<file path="src/rtl/memctl.sv">
// Memory controller: address decode for SRAM / text window / I/O registers,
// 1-cycle registered read mux, and a background text-plane fill engine.
module memctl #(
  parameter logic [3:0]  TEXT_HI = 4'hF,
  parameter logic [15:0] IO_LO   = 16'h0020
) (
  input  logic        clock,
  input  logic        reset,
  input  logic [15:0] cpu_address,
  input  logic [7:0]  cpu_data_o,
  input  logic        cpu_wren,
  output logic [7:0]  cpu_data_i,
  input  logic [7:0]  sram_q,
  output logic        sram_we,
  input  logic [7:0]  text_q,
  output logic [12:0] text_address,
  output logic [7:0]  text_data,
  output logic        text_we,
  output logic [7:0]  bank,
  output logic        fill_busy,
  output logic        fill_done
);
  typedef enum logic [1:0] {IDLE, FILL, DONE} state_t;
  typedef enum logic [1:0] {SRC_NONE, SRC_SRAM, SRC_TEXT, SRC_IO} src_t;

  localparam logic [15:0] IO_HI = IO_LO + 16'h003F;

  state_t      state;
  src_t        rd_src;
  logic [7:0]  rd_io, io_rd_val, fillval, fill_value;
  logic [11:0] ptr;
  logic        plane, fill_plane;
  logic        text_hit, io_hit, sram_hit;
  logic        bank_wr, ctrl_wr, fillval_wr;
  logic [15:0] io_off;

  assign text_hit   = cpu_address[15:12] == TEXT_HI;
  assign io_hit     = !text_hit && (cpu_address >= IO_LO) && (cpu_address <= IO_HI);
  assign sram_hit   = !text_hit && !io_hit;
  assign io_off     = cpu_address - IO_LO;
  assign bank_wr    = cpu_wren && io_hit && (io_off == 16'd0);
  assign ctrl_wr    = cpu_wren && io_hit && (io_off == 16'd1);
  assign fillval_wr = cpu_wren && io_hit && (io_off == 16'd2);

  assign sram_we = cpu_wren && sram_hit && !reset;

  always_comb begin
    io_rd_val = 8'h00;
    if (io_hit) begin
      case (io_off)
        16'd0:   io_rd_val = bank;
        16'd1:   io_rd_val = {fill_busy, 6'b0, plane};
        16'd2:   io_rd_val = fillval;
        default: io_rd_val = 8'h00;
      endcase
    end
  end

  // CPU owns the text port whenever it hits the window; the fill only gets leftover cycles.
  always_comb begin
    text_address = {plane, cpu_address[11:0]};
    text_data    = cpu_data_o;
    text_we      = 1'b0;
    if (reset) begin
      text_we = 1'b0;
    end else if (text_hit) begin
      text_we = cpu_wren;
    end else if (state == FILL) begin
      text_address = {fill_plane, ptr};
      text_data    = fill_value;
      text_we      = 1'b1;
    end
  end

  always_comb begin
    case (rd_src)
      SRC_SRAM: cpu_data_i = sram_q;
      SRC_TEXT: cpu_data_i = text_q;
      SRC_IO:   cpu_data_i = rd_io;
      default:  cpu_data_i = 8'h00;
    endcase
  end

  always_ff @(posedge clock) begin
    if (reset) begin
      state      <= IDLE;
      rd_src     <= SRC_NONE;
      rd_io      <= 8'h00;
      bank       <= 8'h00;
      plane      <= 1'b0;
      fillval    <= 8'h00;
      ptr        <= 12'd0;
      fill_plane <= 1'b0;
      fill_value <= 8'h00;
      fill_busy  <= 1'b0;
      fill_done  <= 1'b0;
    end else begin
      rd_src    <= text_hit ? SRC_TEXT : (io_hit ? SRC_IO : SRC_SRAM);
      rd_io     <= io_rd_val;
      fill_done <= 1'b0;
      if (bank_wr) bank <= cpu_data_o;
      case (state)
        IDLE: begin
          if (ctrl_wr) begin
            plane <= cpu_data_o[0];
            if (cpu_data_o[7]) begin
              state      <= FILL;
              fill_busy  <= 1'b1;
              fill_plane <= cpu_data_o[0];
              fill_value <= fillval;
              ptr        <= 12'd0;
            end
          end else if (fillval_wr) begin
            fillval <= cpu_data_o;
          end
        end
        FILL: begin
          // A CPU text hit stalls the engine; ptr only moves on a real write.
          if (!text_hit) begin
            if (ptr == 12'hFFF) begin
              state     <= DONE;
              fill_done <= 1'b1;
            end else begin
              ptr <= ptr + 12'd1;
            end
          end
        end
        DONE: begin
          state     <= IDLE;
          fill_busy <= 1'b0;
        end
        default: state <= IDLE;
      endcase
    end
  end
endmodule
</file>
<file path="config.mk">
export PLATFORM = sky130hd
export DESIGN_NAME = memctl
export DESIGN_NICKNAME = d
export VERILOG_FILES = /design/src/rtl/memctl.sv
export SDC_FILE = /design/constraint.sdc
export NUM_CORES = 1
export LEC_CHECK = 0
export ABC_AREA = 1
export BUFFER_PORTS_ARGS = -buffer_cell sky130_fd_sc_hd__buf_2
export CAP_MARGIN = 20
export CORE_UTILIZATION = 53
export DETAILED_ROUTE_END_ITERATION = 10
export PLACE_DENSITY = 0.77
export RECOVER_POWER = 100
export SYNTH_ARGS = -nofsm -noshare
export SYNTH_HDL_FRONTEND = slang
export SYNTH_SLANG_ARGS = --single-unit
</file>
<file path="constraint.sdc">
create_clock -name clock -period 2 [get_ports clock]
set_clock_uncertainty 0.2 [all_clocks]
set_input_delay 0.2 -clock clock [delete_from_list [all_inputs] [get_ports clock]]
set_output_delay 0.2 -clock clock [all_outputs]
set_load 0.03 [all_outputs]
</file>
Word-level counts from Yosys, hierarchy flattened
Index checks and enable logic that the tools add are counted.
- reductions and logical operators: 25
- add/sub/neg operators: 2
- bitwise gates (word level): 3
- equality and inequality tests: 14
- magnitude comparators: 2
- mux-type cells: 27
- operators by type and width (operator ; number):
    two-way mux 12 bit ; 4
    one-hot mux 8 bit (3 select lines) ; 2
    two-way mux 13 bit ; 3
    two-way mux 8 bit ; 3
    one-hot mux 12 bit (2 select lines) ; 1
    == test 16 x 1 -> 1 bit (second input constant) ; 1
    == test 16 x 2 -> 1 bit (second input constant) ; 1
    >= comparator 16 x 6 -> 1 bit (second input constant) ; 1
    less-or-equal comparator 16 x 7 -> 1 bit (second input constant) ; 1
    logical NOT 16 bit ; 1
    subtractor 16 x 6 -> 16 bit (second input constant) ; 1
    adder 12 x 1 -> 12 bit (second input constant) ; 1
    == test 12 bit (second input constant) ; 1
    two-way mux 2 bit ; 6
    logical AND 1 bit ; 9
    AND reduction 3 bit ; 3
    inequality test 2 bit (second input constant) ; 4
    == test 2 bit (second input constant) ; 3
    two-way mux 1 bit ; 6
    AND reduction 5 bit ; 1
    == test 2 x 1 -> 1 bit (second input constant) ; 2
    == test 4 bit (second input constant) ; 1
    one-hot mux 2 bit (2 select lines) ; 1
    AND reduction 4 bit ; 1
    9 further kinds ; 15
- output and inout port bits: 41
- input bits: 43
- logic and storage cells: 85
- register bits after elaboration: 52

Depth between registers and ports, before layout
- word-level depth: 8
- gate-level depth with buffers: 15
- mapped depth without buffers: 15

Worst setup path after synthesis
OpenSTA, ideal clock, no wires.
- kind: register -> output
- start: register state[0]
- end: output port text_address[12]
- path buffers: 1
- cell stages (with the launch flop): 8
- setup slack: -0.335 ns
- arrival: 1.935 ns
- data required time: 1.600 ns
- cell sequence: dfxtp_1 inv_1 nor2_1 inv_1 nor2_1 inv_1 clkbuf_1 o21ai_0
- cells in the longest elaborated chain, start to end: 4
- ends and longest elaborated chain (item ; line ; source):
    from (decl) ; 28 ; state_t state;
    from (signal assigned) ; 86 ; state <= IDLE;
    from (signal assigned) ; 107 ; state <= FILL;
    from (signal assigned) ; 121 ; state <= DONE;
    == test 2 x 1 -> 1 bit ; 68 ; end else if (state == FILL) begin
    two-way mux 13 bit ; 68 ;
    two-way mux 13 bit ; 66 ; end else if (text_hit) begin
    two-way mux 13 bit ; 64 ; if (reset) begin
    to (decl) ; 16 ; output logic [12:0] text_address,
Every way passes these cells.

Worst setup path after layout
- start: register state[0]
- end: output port text_data[1]
- cells in the longest elaborated chain, start to end: 4
- ends and longest elaborated chain (item ; line ; source):
    == test 2 x 1 -> 1 bit ; 68 ;
    two-way mux 8 bit ; 68 ;
    two-way mux 8 bit ; 66 ;
    two-way mux 8 bit ; 64 ;
    to (decl) ; 17 ; output logic [7:0] text_data,
Every way passes these cells.

==> flow_metrics.py <==
metrics = {
    "outcome": {
        "status": "finished, final reports clean",
    },
    "power": {
        "p_leak_nw": 1.95,
        "power_frac_seq_pct": 52.9,
        "p_per_area_nw_per_um2": 478,
        "irDropWorstVdd_v": 0.000590,
        "power.switching_mw": 0.560,
        "combinationalPowerShare_pct": 15.3,
        "swShare_pct": 28.5,
        "p_clk_share_pct": 31.9,
        "internal-power_mw": 1.40,
    },
    "critical_path": {
        "r2r_setup_slack_ns": 0.09,
        "endpoint_kind": "primary output",
        "reg2reg_depth": 10,
        "required_ns": 1.60,
        "path_class": "reg -> out",
        "worstReg2RegStart": "ptr[0]",
        "path_max_fanout": 11,
        "rr_endpoint": "ptr[4]",
        "arrival_ns": 1.57,
        "startpoint_type": "register",
    },
    "timing": {
        "fin_setup_tns_ns": 0,
        "worst_pin_slew_ns": 0.452,
        "rsz0062_at_grt": "true",
        "slew_viol_final": 0,
        "min_period_ns": 1.97,
        "slew_headroom_pct": 69.8,
        "layout_worst_path_cycle_share_pct": 98.4,
        "hold_viol": 0,
        "setup_viol": 0,
        "clock.fmax_ghz": 0.508,
        "setup_ws_ns": 0.0321,
    },
    "global_routing": {
        "track_usage_pct": 28.0,
        "antenna_found_initial": 0,
        "met3_usage_pct": 3.95,
        "grt_max_degree": 27,
        "top_usage_layer": "met2",
        "grtUsageMet2_pct": 44.2,
        "grt_pass1_wl_um": 13700,
        "grt_pass1_vias": 3074,
        "grt_remaining_overflow": 0,
        "gr-usage-met1_pct": 40.1,
    },
    "synthesis": {
        "synth_top_area_share_pct": 33.7,
        "yosysSeqAreaShare_pct": 33.7,
        "synth_area_per_cell_um2": 6.24,
        "synth_top_cells_by_area": "dfxtp_1 (34%), nand2_1 (20%), nor2_1 (8.6%)",
        "ys_types": 33,
        "synth-seq-cells": 52,
        "syn-cell-area_um2": 3090,
        "synth_cells": 495,
        "yosysTopAreaCell": "dfxtp_1",
        "yosysWarnings": 0,
        "synth_fp_nets": 540,
    },
    "placement": {
        "pre_cts_ws_ns": -0.0721,
        "hpwl_um": 6080,
        "place.gp.congestion": 0.903,
        "port_buffers": 83,
    },
    "clock_network": {
        "clk_pin_slew_ns": 0.10,
        "clockRootBuffer": "clkbuf_8",
        "clkLatencyLatePin_ns": 0.31,
        "htreeDepth": 2,
        "cts.sinks": 52,
        "cts_max_path_buffers": 2,
        "cts_tree": "done",
        "cts_buffers": 5,
    },
    "cells_and_area": {
        "num_antenna_cells": 0,
        "drive_above_1_share_pct": 26.0,
        "fin_util_pct": 73.7,
        "regArea_um2": 1050,
        "fin_nets": 655,
        "fillCellCount": 462,
        "multi_input_area_um2": 1780,
        "areaGrowthSynthToFinish_pct": 32.9,
    },
    "die": {
        "initial_core_util_pct": 55.4,
        "die_w_um": 78.4,
        "coreArea_um2": 5570,
        "io_pins": 84,
        "fp-row-count": 27,
        "die_h_um": 78.4,
        "fp.dieArea_um2": 6140,
    },
    "detailed_routing": {
        "via_per_inst": 5.15,
        "vias": 3516,
        "drtPass1Iterations": 5,
        "ant_nets": 0,
        "post_drt_wl_per_cell_um": 12.5,
        "drcViolationCount": 0,
        "wl_um": 8530,
        "drt_iter0_drc": 336,
    },
    "hold_path": {
        "min_delay_path_depth": 3,
        "min_from": "cpu_address[12]",
        "hold_path_class": "in -> reg",
        "hold_end": "rd_src[1]",
    },
    "job": {
        "drv_cap": 0,
    },
}
-- power groups by stage --
stage	Combinational [mW]	Sequential, mW	Clock [mW]
2_1_floorplan	0.158	1.06	0
3_3_place_gp	0.263	1.06	0
3_5_place_dp	0.266	1.06	0
4_1_cts	0.283	1.04	0.631
5_1_grt	0.323	1.04	0.674
6_report	0.300	1.04	0.625
-- state kept, by name, indices dropped and copies added, names as in the netlist --
| register | count |
|---|---|
| fill_done | 1 |
| state | 2 |
| fillval | 8 |
| fill_value | 8 |
| rd_src | 2 |
| fill_busy | 1 |
| bank | 8 |
| rd_io | 8 |
| ptr | 12 |
| fill_plane | 1 |
| plane | 1 |
-- repair_timing --
action                                  CTS  global route
hold endpoints to repair                 18             0
gates cloned                              0             2
setup buffers                             0             4
hold buffers                              9             0
resized for setup                        10            49
endpoints found under the setup margin   22            35
pin swaps                                 1             4
-- how the worst max path moves through the flow --
| stage | startpoint | to | slack, ns | cells after the start |
|---|---|---|---|---|
| 6_report | state[0] | text_data[1] | 0.03 | 8 |
| 5_1_grt | state[0] | text_data[3] | -0.03 | 8 |
| 4_1_cts | state[0] | text_address[1] | 0.001 | 8 |
| 3_5_place_dp | cpu_address[10] | fillval[3] | -0.07 | 10 |
| 3_3_place_gp | cpu_address[10] | fillval[4] | -0.02 | 10 |
| 2_1_floorplan | state[0] | text_address[11] | -0.12 | 7 |
-- cells in the mapped netlist, drive strengths merged --
master and instances:
xor2 4, nor2 80, o21a 1, nand2 168, ha 2, o21bai 1
buf 7, nor3 7, nand4 26, inv 58, o31ai 1, clkbuf 11
a21oi 30, dfxtp 52, o22ai 1, clkinv 1, o21ai 22, nand3 22
and3 1
-- final cells by class --
cell class                      instances  share of cell area [%]
Sequential cell                        52                    25.5
Clock buffer                            5                    1.68
Multi-Input combinational cell        366                    43.4
Inverter                               59                    5.45
Tap cell                               72                    2.19
Clock inverter                          3                   0.548
Timing Repair Buffer                  126                    21.3
-- layer usage --
layer  vias up  part of all wire [%]
li1       1794                     -
met1      1551                    46
met2       157                    43
met3        14                   9.6
met4         0                   1.5
met5         -                     0
-- placed cells by master (no fill, tap or decap), types with 2 or more instances in the layout --
cell type / n
a21oi_1: 29
nand3_1: 17
nand2_2: 8
nor3_1: 4
buf_12: 3
o21ai_2: 4
nand3_2: 4
dlygate4sd3_1: 9
clkbuf_1: 11
buf_6: 4
inv_1: 51
nor2_1: 69
o21ai_1: 14
ha_1: 2
o21ai_0: 4
nor3_4: 2
clkbuf_8: 5
buf_2: 52
buf_4: 44
xor2_1: 4
dfxtp_1: 48
nand2_1: 159
inv_2: 6
dfxtp_2: 4
nor2_4: 5
nor2_2: 5
nand4_1: 25
-- kinds of logic (layout without fill, tap and decap cells) --
group	after synthesis	after routing	synth area share [%]
simple gates	304	304	44.7
xor+xnor	4	4	1.13
compound gates	56	56	9.47
fa+ha+maj	2	2	0.810
flops	52	52	33.7
buf+inv	77	193	10.2
-- stage by stage --
| stage | std cells | instance area [um^2] | power, mW | hold WS (ns) |
|---|---|---|---|---|
| after floorplan | 495 | 3090 | 1.22 | 0.135 |
| after global placement | 660 | 3750 | 1.32 | 0.265 |
| after detailed placement | 660 | 3750 | 1.33 | 0.274 |
| after CTS | 677 | 3960 | 1.95 | 0.0368 |
| after global routing | 683 | 4110 | 2.03 | 0.0591 |
| final | 683 | 4110 | 1.96 | 0.0405 |
-- worst max-delay path: stages (launching register included) --
cell     delay, ns
dfxtp_2       0.34
inv_2         0.05
nor2_4        0.09
inv_2         0.06
nor2_4        0.19
inv_4         0.08
buf_12        0.15
o21ai_1       0.12
buf_4         0.17
Note: power is estimated with default switching activity, not from simulation.
